==> src/rtl/prog_loader_if.sv <==
// rtl/prog_loader_if.sv - byte-stream input and main-memory write bus of the boot program loader
interface prog_loader_if #(
    parameter int DATA_W = 8,
    parameter int ADDR_W = 5
);
    logic              in_valid;
    logic [DATA_W-1:0] in_data;
    logic              in_ready;
    logic              mem_we;
    logic [ADDR_W-1:0] mem_addr;
    logic [DATA_W-1:0] mem_wdata;

    modport master (
        output in_valid, in_data,
        input  in_ready, mem_we, mem_addr, mem_wdata
    );

    modport slave (
        input  in_valid, in_data,
        output in_ready, mem_we, mem_addr, mem_wdata
    );
endinterface

==> src/rtl/prog_loader.sv <==
// rtl/prog_loader.sv - boot loader: framed stream (len, payload, checksum) into main memory, then CPU release
module prog_loader #(
    parameter int DATA_W = 8,
    parameter int ADDR_W = 5,
    parameter int DEPTH  = 32
) (
    input  logic              clk,
    input  logic              rst,
    input  logic              start,
    prog_loader_if.slave      bus,
    output logic              cpu_hold,
    output logic              done,
    output logic              err,
    output logic [ADDR_W:0]   words_loaded
);
    typedef enum logic [2:0] {IDLE, LEN, DATA, CSUM, DONE, ERR} state_t;

    localparam logic [DATA_W-1:0] MAX_LEN = DATA_W'(DEPTH);

    state_t            state;
    logic [ADDR_W:0]   len;
    logic [DATA_W-1:0] sum;
    logic [ADDR_W-1:0] addr;
    logic              xfer;

    assign bus.in_ready = (state == LEN) || (state == DATA) || (state == CSUM);
    assign xfer         = bus.in_valid && bus.in_ready;

    always_ff @(posedge clk) begin
        if (rst) begin
            state         <= IDLE;
            len           <= '0;
            sum           <= '0;
            addr          <= '0;
            words_loaded  <= '0;
            bus.mem_we    <= 1'b0;
            bus.mem_addr  <= '0;
            bus.mem_wdata <= '0;
            cpu_hold      <= 1'b1;
            done          <= 1'b0;
            err           <= 1'b0;
        end else begin
            bus.mem_we <= 1'b0;
            case (state)
                IDLE: if (start) state <= LEN;
                LEN: if (xfer) begin
                    if (bus.in_data == '0 || bus.in_data > MAX_LEN) begin
                        state <= ERR;
                        err   <= 1'b1;
                    end else begin
                        len          <= bus.in_data[ADDR_W:0];
                        sum          <= '0;
                        addr         <= '0;
                        words_loaded <= '0;
                        state        <= DATA;
                    end
                end
                DATA: if (xfer) begin
                    bus.mem_we    <= 1'b1;
                    bus.mem_addr  <= addr;
                    bus.mem_wdata <= bus.in_data;
                    sum           <= sum + bus.in_data;
                    addr          <= addr + 1'b1;
                    words_loaded  <= words_loaded + 1'b1;
                    // words_loaded still holds the count before this byte
                    if (words_loaded + 1'b1 == len) state <= CSUM;
                end
                CSUM: if (xfer) begin
                    if (bus.in_data == sum) begin
                        state    <= DONE;
                        done     <= 1'b1;
                        cpu_hold <= 1'b0;
                    end else begin
                        state <= ERR;
                        err   <= 1'b1;
                    end
                end
                DONE, ERR: if (start) begin
                    state    <= LEN;
                    cpu_hold <= 1'b1;
                    done     <= 1'b0;
                    err      <= 1'b0;
                end
                default: state <= IDLE;
            endcase
        end
    end
endmodule
==> src/flat_wrapper.sv <==
// flat-port wrapper written by rule: the top's interface ports become plain ports
module prog_loader_flat 
#(
    parameter int DATA_W = 8,
    parameter int ADDR_W = 5,
    parameter int DEPTH  = 32
)
  (clk, rst, start, cpu_hold, done, err, words_loaded, bus_in_valid, bus_in_data, bus_in_ready, bus_mem_we, bus_mem_addr, bus_mem_wdata);
  prog_loader_if #(.DATA_W(DATA_W), .ADDR_W(ADDR_W)) bus_i ();
  input  logic clk;
  input  logic rst;
  input  logic start;
  output logic cpu_hold;
  output logic done;
  output logic err;
  output logic [ADDR_W:0] words_loaded;
  input wire logic [$bits(bus_i.in_valid)-1:0] bus_in_valid;
  input wire logic [$bits(bus_i.in_data)-1:0] bus_in_data;
  output wire logic [$bits(bus_i.in_ready)-1:0] bus_in_ready;
  output wire logic [$bits(bus_i.mem_we)-1:0] bus_mem_we;
  output wire logic [$bits(bus_i.mem_addr)-1:0] bus_mem_addr;
  output wire logic [$bits(bus_i.mem_wdata)-1:0] bus_mem_wdata;
  assign bus_i.in_valid = bus_in_valid;
  assign bus_i.in_data = bus_in_data;
  assign bus_in_ready = bus_i.in_ready;
  assign bus_mem_we = bus_i.mem_we;
  assign bus_mem_addr = bus_i.mem_addr;
  assign bus_mem_wdata = bus_i.mem_wdata;
  prog_loader #(.DATA_W(DATA_W), .ADDR_W(ADDR_W), .DEPTH(DEPTH)) u_core (.clk(clk), .rst(rst), .start(start), .bus(bus_i), .cpu_hold(cpu_hold), .done(done), .err(err), .words_loaded(words_loaded));
endmodule
==> config.mk <==
export PLATFORM = sky130hd
export DESIGN_NAME = prog_loader_flat
export DESIGN_NICKNAME = d
export VERILOG_FILES = /design/src/rtl/prog_loader_if.sv /design/src/rtl/prog_loader.sv /design/src/flat_wrapper.sv
export SDC_FILE = /design/constraint.sdc
export NUM_CORES = 1
export LEC_CHECK = 0
export CORE_ASPECT_RATIO = 1.5
export CORE_MARGIN = 2
export CORE_UTILIZATION = 53
export CTS_CLUSTER_SIZE = 10
export DETAILED_ROUTE_END_ITERATION = 12
export GPL_TIMING_DRIVEN = 0
export PLACE_DENSITY = 0.81
export SLEW_MARGIN = 20
export SYNTH_ARGS = -nofsm -noshare
export SYNTH_HDL_FRONTEND = slang
export SYNTH_SLANG_ARGS = --single-unit
==> constraint.sdc <==
create_clock -name clk -period 2.1 [get_ports clk]
set_input_delay 0.21 -clock clk [delete_from_list [all_inputs] [get_ports clk]]
set_output_delay 0.21 -clock clk [all_outputs]
set_load 0.05 [all_outputs]
==> flow_summary.toml, run 1 <==
[detailed_routing]
dr_total_vias = 2046
wl_um = 5630
drt-vias-per-instance = 5.86
drt_iter0_markers = 64
route.detailed.drc = 0
ant_nets = 0
drtPass1Iterations = 4
wl_per_cell_um = 16.1

[die]
start_util_pct = 54.7
fp.dieH_um = 84.7
coreArea_um2 = 4210
dieArea_um2 = 4900
rows = 29
ioPinCount = 36
die_w_um = 57.8

[synth]
yosys_warnings = 0
ys_seq_area_share_pct = 39.1
synth-async-reset-ratio_pct = 0
yosys.cell_types.count = 53
synth_seq_cells = 45
syn-num-nets = 283
synth-main-ff-cell = "dfxtp_1"
synth.avg_cell_area_um2 = 8.82
synth_edf_count = 0
syn_inst = 261
syn-cell-area_um2 = 2300

[timing]
slew_viol_final = 0
setup_viol = 0
rsz0062_at_grt = "false"
clock_skew_ns = 0.00677
max_slew_margin_pct = 53.3
final_hold_viol_count = 0
min_period_over_period_pct = 95.9
max_freq_mhz = 496
tightest_slew_ns = 0.700
period_needed_ns = 2.01

[critical_path]
cp-start-kind = "input pin"
crit_path_end_kind = "register"
crit_arrival_ns = 2.23
cp_max_fo = 8
crit_type = "in2reg"
r2r_cells = 6
cp.required_ns = 2.31

[power_and_ir_drop]
ir_drop_uv = 559
static-leakage-power_uw = 0.00111
power_per_cell_area_nw_per_um2 = 624
total_power_uw = 1780

[place]
place_hpwl_um = 3970
placed_area_um2 = 2710
io_buffers = 35
gp_congestion = 0.840

[clock_network]
insertion_delay_ns = 0.30
cts_made_buffers = 5
cts_tree = "done"
cts_buffer_depth = 2
cts_sinks = 45
root_buffer = "clkbuf_8"
htree_levels = 2
clkSlewWorstSetupHoldPaths_ns = 0.09

[global_routing]
grt_max_degree = 15
grt_antenna_before_repair = 0
grt_overflow_total = 0
grt_pass1_vias = 2050
grt_pass1_wl_um = 9470
grt.total_usage_pct = 24.6

[final_layout]
final_cell_mix = "dfxtp_1, nand2_1, clkdlybuf4s50_1"
final_nets = 324
layout_commonest_cell = "dfxtp_1"
multiInputGateArea_um2 = 1340
n_antenna_cell = 0
nFillCells = 353
seqCellArea_um2 = 905
drive_gt1_share_pct = 10.6
area_growth_pct = 24.1
stdcell_area_um2 = 2860

[run]
maxCapViolCount = 0

[min_path]
hold_path.class = "in2reg"
holdPathStages = 3

[run_status]
outcome = "completed"
-- kinds of logic after synthesis --
| family | share of synthesized area (%) |
|---|---|
| DFF | 39.1 |
| adders and majority gates | 5.76 |
| and+or+nand+nor | 20.6 |
| buffers and inverters | 3.80 |
| muxes | 4.51 |
| AOI/OAI and AO/OA | 20.1 |
| xor gates and xnor gates | 6.09 |
-- synth_stat cells (2+ instances only) --
cell       instances  share of area (%)
inv_1              4               0.65
o21ai_1            3               0.65
a211oi_2           3                1.6
and3_1             5                1.4
xor2_1             8                3.0
buf_2              4               0.87
nand2_1           39                6.4
nor2_1            16                2.6
and2_1             2               0.54
xnor2_1            8                3.0
clkbuf_1           8                1.3
mux2_2             3                1.5
dfxtp_1           45                 39
mux2i_1            7                3.0
o2111ai_1          2               0.76
nor4b_1            2               0.76
a22o_1             7                2.7
o21ai_0            5                1.1
ha_1               9                4.9
buf_1              2               0.33
nor2b_1            3               0.82
nand4_1            2               0.54
o21a_1             4                1.3
nand3_1            9                2.0
nor3b_1            3               0.98
a31oi_1            3               0.82
a21oi_1           22                4.8
nand2b_1           2               0.54
nor3_1             7                1.5
-- registers in the layout, indices dropped and copies added (netlist names), 3 cells and up --
name	count
u_core.sum	8
u_core.len	6
u_core.addr	5
u_core.state	3
u_core.words_loaded	6
u_core.bus.mem_addr	5
u_core.bus.mem_wdata	8
-- path summary, 6_finish.rpt --
kind	to	slack (ns)	start
setup / recovery	u_core.addr[2]$_SDFFE_PP0P_	0.09	bus_in_data[1]
hold / removal	u_core.bus.mem_wdata[0]$_SDFFE_PP0P_	0.37	bus_in_data[0]
setup reg to reg	u_core.state[2]$_SDFFE_PP0P_	0.12	u_core.words_loaded[0]$_SDFFE_PP0P_
hold reg to reg	u_core.bus.mem_wdata[3]$_SDFFE_PP0P_	0.46	u_core.bus.mem_wdata[3]$_SDFFE_PP0P_
-- routing by layer --
metal  GRT usage (%)  vias to the layer above  share of wire, %
li1                -                     1009                 -
met4            10.4                        0               2.5
met1            29.5                      976                43
met3            3.08                       15               3.3
met5               0                        -                 0
met2            43.2                       46                51
-- per-stage QoR --
stage / instances / setup TNS [ns] / setup slack [ns] / utilization (%) / hold WS (ns)
2_1_floorplan: 261 / 0 / 0.0720 / - / 0.346
3_3_place_gp: 342 / -14.63 / -0.480 / 64.5 / 0.444
3_5_place_dp: 342 / -15.17 / -0.503 / 64.5 / 0.450
4_1_cts: 351 / 0 / 0.0399 / 67.7 / 0.365
5_1_grt: 349 / 0 / 0.00118 / 67.9 / 0.387
6_report: 349 / 0 / 0.0859 / 67.9 / 0.373
-- repair_timing --
| item | CTS | global route |
|---|---|---|
| setup endpoints to repair | 40 | 28 |
| endpoints found under the hold margin | 0 | 0 |
| resized for setup | 9 | 5 |
| buffers inserted | 1 | 0 |
| hold buffers | 0 | 0 |
| pin swaps | 1 | 0 |
-- area by class of cell --
type,count,area share (%)
multi-input cells,196,46.7
flip-flops and latches,45,31.7
clock buffers,6,2.54
well taps,46,2.01
clock inverters,2,1.36
plain buffers,13,2.28
inverters,5,0.657
repair buffers,36,12.7
-- worst max-delay path, stage by stage --
cell and delay [ns]:
dlygate4sd2_1 0.31, or4_4 0.54, or3_4 0.36, a41o_4 0.30, and2_4 0.16, buf_6 0.14, a311oi_2 0.19
-- where the power goes --
group,internal (uW),switching [uW]
Clock,358,307
Sequential,866,12.7
Combinational,91.9,148
Total,1320,468
Note: power is estimated with default switching activity, not from simulation.
==> run 2: changes to the inputs <==
CORE_UTILIZATION = 57   (was 53)
PLACE_DENSITY = 0.86   (was 0.81)
clock period = 2.4 ns   (was 2.1 ns; I/O delays follow)
==> flow_summary.toml, run 2 (synthesized netlist as in run 1, its figures left out) <==
[run_status]
outcome = "completed"

[timing]
setup_viol = 0
tightest_slew_ns = 0.679
period_needed_ns = 2.34
clock_skew_ns = 0.00995
holdWs_ns = 0.459
max_freq_mhz = 428
min_period_over_period_pct = 97.4
max_slew_margin_pct = 54.7
slew_viol_final = 0
rsz0062_at_grt = "false"
final_hold_viol_count = 0

[clock_network]
cts_sinks = 45
clkSlewWorstSetupHoldPaths_ns = 0.08
htree_levels = 2
cts_tree = "done"
insertion_delay_ns = 0.30
postCtsSetupBuffers = 0
root_buffer = "clkbuf_8"
cts_buffer_depth = 2
cts_made_buffers = 5

[critical_path]
crit_path_end_kind = "register"
cp_max_fo = 10
cp-start-kind = "input pin"
r2r_cells = 6
crit_arrival_ns = 2.58
crit_type = "in2reg"
cp.required_ns = 2.65

[final_layout]
seqCellArea_um2 = 901
layout_commonest_cell = "dfxtp_1"
area_growth_pct = 21.8
final_nets = 325
n_antenna_cell = 0
multiInputGateArea_um2 = 1320
top_regs = "u_core.bus.mem_wdata: 8 flops, u_core.sum: 8 flops"
drive_gt1_share_pct = 7.92
stdcell_area_um2 = 2800
final_cell_mix = "dfxtp_1, nand2_1, clkdlybuf4s50_1"
nFillCells = 315

[global_routing]
grt_overflow_total = 0
grt_max_degree = 14
grt_pass1_wl_um = 8970
grt_antenna_before_repair = 0
grt.total_usage_pct = 25.1
grt_pass1_vias = 1934

[place]
gp_congestion = 0.829
io_buffers = 35
placed_area_um2 = 2710
place_hpwl_um = 3960

[die]
die_w_um = 55.9
fp.dieH_um = 81.8
coreArea_um2 = 3920
ioPinCount = 36
rows = 28
dieArea_um2 = 4570
start_util_pct = 58.7

[detailed_routing]
drt_iter0_markers = 69
ant_nets = 0
route.detailed.drc = 0
drt-vias-per-instance = 5.94
dr_total_vias = 2068
drtPass1Iterations = 4
wl_per_cell_um = 15.6
wl_um = 5430

[power_and_ir_drop]
static-leakage-power_uw = 0.00108
power_per_cell_area_nw_per_um2 = 520
ir_drop_uv = 532

[min_path]
hold_path.class = "reg2reg"
holdPathStages = 2

[run]
maxCapViolCount = 0
run 2: metal layers:
layer,up-vias,wire (um),global-route usage [%]
met3,10,318,4.41
met1,977,2190,28.8
met5,-,0,0
met2,68,2810,46.2
li1,1013,-,-
met4,0,114,10.2
run 2: worst paths after layout:
| check | startpoint | to | slack, ns |
|---|---|---|---|
| hold reg to reg | u_core.bus.mem_addr[3]$_SDFFE_PP0P_ | u_core.bus.mem_addr[3]$_SDFFE_PP0P_ | 0.46 |
| hold / removal | u_core.bus.mem_addr[3]$_SDFFE_PP0P_ | u_core.bus.mem_addr[3]$_SDFFE_PP0P_ | 0.46 |
| setup / recovery | bus_in_data[1] | u_core.words_loaded[0]$_SDFFE_PP0P_ | 0.06 |
| setup reg to reg | u_core.state[0]$_SDFFE_PP0P_ | u_core.words_loaded[0]$_SDFFE_PP0P_ | 0.18 |
run 2: critical path: stages:
cell and delay (ns):
clkdlybuf4s50_1 0.53, or4_1 0.59, or3_4 0.37, a41o_4 0.30, a21oi_4 0.32, mux2_2 0.22
run 2: repair_timing:
item	4_1_cts	5_1_grt
pin swaps	0	1
setup endpoints to repair	22	19
gates resized for setup	1	1
hold buffers	0	0
gates cloned	0	0
run 2: final cells by class:
type,instances,area share [%]
clock buffers,6,2.95
clock inverters,1,0.268
repair buffers,35,12.5
plain buffers,15,2.45
flip-flops and latches,45,32.1
inverters,5,0.669
well taps,45,2.01
multi-input cells,196,47.0
run 2: where the power goes:
group	switching [uW]	total, uW	leakage, uW	internal (uW)
sequential	4.87	763	0.000363	758
clock	255	483	0.0000433	228
combinational	133	213	0.000674	80.4
total	393	1460	0.00108	1070
run 2: through the flow:
stage / util [%] / instances / setup TNS, ns / power [uW] / worst slack (ns)
floorplan: - / 261 / 0 / 918 / 0.159
global route: 71.5 / 348 / 0 / 1510 / 0.00484
global placement: 69.0 / 341 / -3.24 / 987 / -0.193
detailed placement: 69.0 / 341 / -5.50 / 990 / -0.264
CTS: 71.5 / 348 / 0 / 1460 / 0.0291
finish: 71.5 / 348 / 0 / 1460 / 0.0627
==> run 3: changes to the inputs <==
CTS_CLUSTER_DIAMETER = 30   (was default)
==> results of run 3 <==
Final layout, timing and power as in run 2 (identical DEF).
